`src/rtl/mul_wb_buffer.sv`:
```
// Result buffer behind the 3-stage MUL unit: tracks rd tags of in-flight multiplies,
// queues retired results and hands them to the shared writeback port with credit control.
module mul_wb_buffer #(
  parameter int XLEN  = 32,
  parameter int TAG_W = 5,
  parameter int DEPTH = 4,
  parameter int LAT   = 3
) (
  input  logic             clk_i,
  input  logic             rst_i,
  input  logic             stall_i,
  input  logic             kill_i,
  input  logic             issue_i,
  input  logic [TAG_W-1:0] issue_rd_i,
  input  logic             mul_valid_i,
  input  logic [XLEN-1:0]  mul_result_i,
  output logic             issue_ok_o,
  output logic             wb_valid_o,
  output logic [TAG_W-1:0] wb_rd_o,
  output logic [XLEN-1:0]  wb_data_o,
  input  logic             wb_ready_i,
  output logic             err_o
);

  // Writeback handshake: an entry transfers on any cycle where wb_valid_o and
  // wb_ready_i are both high; wb_rd_o/wb_data_o hold steady while valid and not ready.

  localparam int PTR_W = $clog2(DEPTH);
  localparam int CNT_W = PTR_W + 1;
  localparam int INF_W = $clog2(LAT) + 1;
  localparam int SUM_W = ((CNT_W > INF_W) ? CNT_W : INF_W) + 1;

  logic [LAT-1:0]   v_q, v_d;
  logic [TAG_W-1:0] rd_q [LAT];
  logic [TAG_W-1:0] rd_d [LAT];

  logic [TAG_W-1:0] mem_rd_q   [DEPTH];
  logic [XLEN-1:0]  mem_data_q [DEPTH];
  logic [PTR_W-1:0] wptr_q, wptr_d;
  logic [PTR_W-1:0] rptr_q, rptr_d;
  logic [CNT_W-1:0] count_q, count_d;
  logic             err_q, err_d;

  logic             cap, full, push, pop;
  logic [INF_W-1:0] inflight;
  logic [SUM_W-1:0] credit_sum;

  always_comb begin
    v_d  = v_q;
    rd_d = rd_q;
    if (kill_i) begin
      v_d = '0;
    end else if (!stall_i) begin
      for (int k = LAT - 1; k > 0; k--) begin
        v_d[k]  = v_q[k-1];
        rd_d[k] = rd_q[k-1];
      end
      v_d[0]  = issue_i;
      rd_d[0] = issue_rd_i;
    end
  end

  always_comb begin
    inflight = '0;
    for (int k = 0; k < LAT; k++) begin
      inflight = inflight + INF_W'(v_q[k]);
    end
  end

  assign cap  = mul_valid_i & ~stall_i & ~kill_i;
  assign full = (count_q == CNT_W'(DEPTH));
  assign pop  = wb_valid_o & wb_ready_i;
  // A full FIFO still accepts a capture when the head leaves in the same cycle.
  assign push = cap & (~full | pop);

  always_comb begin
    wptr_d  = wptr_q;
    rptr_d  = rptr_q;
    count_d = count_q;
    err_d   = err_q;
    if (push) wptr_d = wptr_q + PTR_W'(1);
    if (pop)  rptr_d = rptr_q + PTR_W'(1);
    if (push && !pop)      count_d = count_q + CNT_W'(1);
    else if (!push && pop) count_d = count_q - CNT_W'(1);
    if (cap && !v_q[LAT-1])      err_d = 1'b1;
    if (cap && full && !pop)     err_d = 1'b1;
  end

  always_ff @(posedge clk_i) begin
    if (!rst_i) begin
      v_q     <= '0;
      wptr_q  <= '0;
      rptr_q  <= '0;
      count_q <= '0;
      err_q   <= 1'b0;
      for (int k = 0; k < LAT; k++) rd_q[k] <= '0;
    end else begin
      v_q     <= v_d;
      rd_q    <= rd_d;
      wptr_q  <= wptr_d;
      rptr_q  <= rptr_d;
      count_q <= count_d;
      err_q   <= err_d;
    end
  end

  // Storage needs no reset: outputs are masked by the count when empty.
  always_ff @(posedge clk_i) begin
    if (push) begin
      mem_rd_q[wptr_q]   <= rd_q[LAT-1];
      mem_data_q[wptr_q] <= mul_result_i;
    end
  end

  assign credit_sum = SUM_W'(count_q) + SUM_W'(inflight);
  assign issue_ok_o = (credit_sum < SUM_W'(DEPTH));
  assign wb_valid_o = (count_q != '0);
  assign wb_rd_o    = wb_valid_o ? mem_rd_q[rptr_q]   : '0;
  assign wb_data_o  = wb_valid_o ? mem_data_q[rptr_q] : '0;
  assign err_o      = err_q;

endmodule

```
`config.mk`:
```
export PLATFORM = sky130hd
export DESIGN_NAME = mul_wb_buffer
export DESIGN_NICKNAME = d
export VERILOG_FILES = /design/src/rtl/mul_wb_buffer.sv
export SDC_FILE = /design/constraint.sdc
export NUM_CORES = 1
export LEC_CHECK = 0
export ABC_AREA = 1
export CAP_MARGIN = 20
export CORE_UTILIZATION = 35
export CTS_BUF_LIST = sky130_fd_sc_hd__clkbuf_16
export CTS_CLUSTER_SIZE = 8
export DETAILED_ROUTE_END_ITERATION = 16
export PLACE_DENSITY = 0.51
export SLEW_MARGIN = 40
export SYNTH_ARGS = -nofsm -noshare
export SYNTH_HDL_FRONTEND = slang
export SYNTH_SLANG_ARGS = --single-unit
```
`constraint.sdc`:
```
create_clock -name clk_i -period 4.33 [get_ports clk_i]
set_input_delay 0.866 -clock clk_i [delete_from_list [all_inputs] [get_ports clk_i]]
set_output_delay 0.866 -clock clk_i [all_outputs]
set_load 0.005 [all_outputs]
```
==> out/qor.yml <==
yosys:
  async_flop_share_pct: 0
  synth_edf_count: 148
  netlist_top_cells_area: "edfxtp_1 (64%), nor2_1 (10%), dfxtp_1 (8.1%)"
  synth_largest_area_cell: "edfxtp_1"
  synthFlopType: "edfxtp_1"
  syn_nets: 650
  synth_seq_cells: 176
  seq_area_frac_synth_pct: 72.1
  synthCells: 598
  synth_top_area_share_pct: 64.1
  synth_warnings: 0
  synth_cell_types: 22
  synth.avg_cell_area_um2: 11.6
  syn_area_um2: 6940
pwr:
  p_sw_mw: 1.42
  netSwitchingFraction_pct: 29.9
  power.density_nw_per_um2: 554
  power.total_mw: 4.75
  p_int_mw: 3.33
  clkPwrFrac_pct: 29.1
  seq_power_share_pct: 41.6
  peakVddDrop_mv: 0.301
  pwr-share-comb_pct: 29.3
  leakagePower_nw: 2.96
worst_setup_path:
  r2r_end: "mem_data_q[3][11]"
  r2r_cells: 5
  crit_path_top_delay_cell: "inv_2"
  critPathMaxFanout: 38
  cp.required_ps: 3460
  reg2reg_slack_ps: 2040
  max_stage_delay_ps: 580
  critical_path_class: "flip-flop to primary output"
  rr_startpoint: "count_q[0]"
  critPathBufInv: 3
  cp.arrival_ps: 2780
  critPathTopFamily: "buffers and inverters"
  cp.depth: 5
  end_kind: "primary output"
  start_kind: "flip-flop"
  cp_cell_sequence: "inv_2 > buf_4 > o21ai_0 > a21oi_1 > clkdlybuf4s50_1"
placed_design:
  hpwlAfterDp_um: 8830
  port_buffers: 83
  place_inst: 925
  place.gp.congestion: 0.728
  pre_cts_ws_ps: 856
detailed_routing:
  avgViaCountPerCell: 4.68
  dr.pass1.iters: 4
  drc: 0
  initialDrtViolationCount: 271
  wl_per_cell_um: 15.6
  via_count: 4476
  wirelength_um: 14900
  ant_nets: 0
cells_and_area:
  layout_common_cells: "nor2_1 (188), edfxtp_1 (148), clkdlybuf4s50_1 (83)"
  final_common_cell: "nor2_1"
  insertedDiodeCount: 0
  fin_util_pct: 44.0
  final_cells: 957
  nets: 731
  drive_above_1_share_pct: 6.79
  synthToLayoutAreaGrowth_pct: 23.5
sta:
  max_slew.worst_pin.slew_ps: 784
  finalSetupViolCount: 0
  tns_ps: 0
  period_needed_ps: 3640
  max_slew_margin_pct: 47.7
  fin_crit_sh_pct: 84.1
  finClkSkew_ps: 5.19
  hold_viol: 0
  rsz0062_at_grt: "false"
  final.setup.worst_slack_ps: 686
  drv_slew: 0
  fmax_mhz: 274
floorplanning:
  die_w_um: 143
  dieArea_um2: 20400
  dieHeight_um: 143
  core_area_um2: 19500
  num_rows: 51
  initial_core_util_pct: 35.6
  io_pins: 84
cts:
  clockRootBuffer: "clkbuf_16"
  cts_setup_buffers: 0
  cts_sinks: 176
  clk_pin_slew_worst_paths_ps: 60
  cts_max_level: 4
  cts_resized: 0
  clock_latency_ps: 420
  cts_tree: "done"
  clock_path_buffers: 2
  hold_buffers: 0
  cts_made_buffers: 17
job:
  max-cap-violations: 0
min_path:
  min_path_cells: 2
  min_from: "err_o"
  worstHoldPathType: "flip-flop to flip-flop"
  min_to: "err_o"
outcome:
  outcome: "completed"
global_routing:
  grt_usage_pct: 15.8
  grt_pass1_wl_um: 23900
  grt_max_degree: 53
  grt-ovfl-total: 0
  grt_pass1_vias: 4493
  antenna_found_initial: 0
## final cells by class
class                      instances  area, µm²
tap                              265        332
clock buffer                      17        425
inverter                          21       80.1
timing repair buffer              92        918
sequential                       176       5010
clock inverter                    15        105
multi-input combinational        371       1700
fill                            1817      10900
## kinds of logic after synthesis
group,after synthesis,synth area share [%]
AOI/OAI and AO/OA,136,9.81
xor gates and xnor gates,1,0.126
adders and majority gates,8,1.66
buffers and inverters,51,3.79
DFF,176,72.1
and+or+nand+nor,226,12.5
## per-stage QoR
step,hold slack [ps],cell area (µm²)
floorplan,447,6940
global placement,446,8010
detailed placement,442,8040
CTS,460,8570
global route,498,8570
finish,460,8570
## cell usage after synthesis (5+ instances only)
master,n
nand3_1,5
nor2_1,192
inv_1,17
o21ai_1,50
a21oi_1,46
buf_2,11
edfxtp_1,148
nand2_1,25
dfxtp_1,28
ha_1,6
buf_6,6
o21ai_0,40
## metal layers
layer  GRT usage [%]  share of wire [%]  routed length, µm
met1            20.7                 47               6950
met2            25.4                 47               6950
met3            3.99                5.6                832
met4            5.43                1.2                182
met5               0                  0                  0
## power groups by stage
stage | logic [mW] | registers (mW) | clock network (mW)
after floorplan | 0.745 | 1.96 | 0
after global placement | 1.40 | 2.01 | 0
after detailed placement | 1.41 | 2.01 | 0
after CTS | 1.42 | 1.97 | 1.41
after global routing | 1.57 | 1.98 | 1.47
final | 1.39 | 1.97 | 1.38
## worst max-delay path by stage
stage / startpoint / to
after floorplan: stall_i / mem_data_q[0][0]
after global placement: flip-flop / wb_data_o[31]
after detailed placement: flip-flop / wb_data_o[31]
after CTS: flip-flop / wb_data_o[31]
after global routing: flip-flop / wb_data_o[4]
final: flip-flop / wb_data_o[4]
## tightest hold or removal path, cell delays in order, from the launching register on
cell and delay [ps]:
dfxtp_1 310, inv_1 50, a21oi_1 60
## state kept, by name, summed over array words and instances, names as in the netlist, named ones only
signal      count
mem_data_q    128
wptr_q          2
err_o           1
rptr_q          2
v_q             3
rd_q           15
mem_rd_q       20
count_q         3
(Power assumes the default switching activity.)
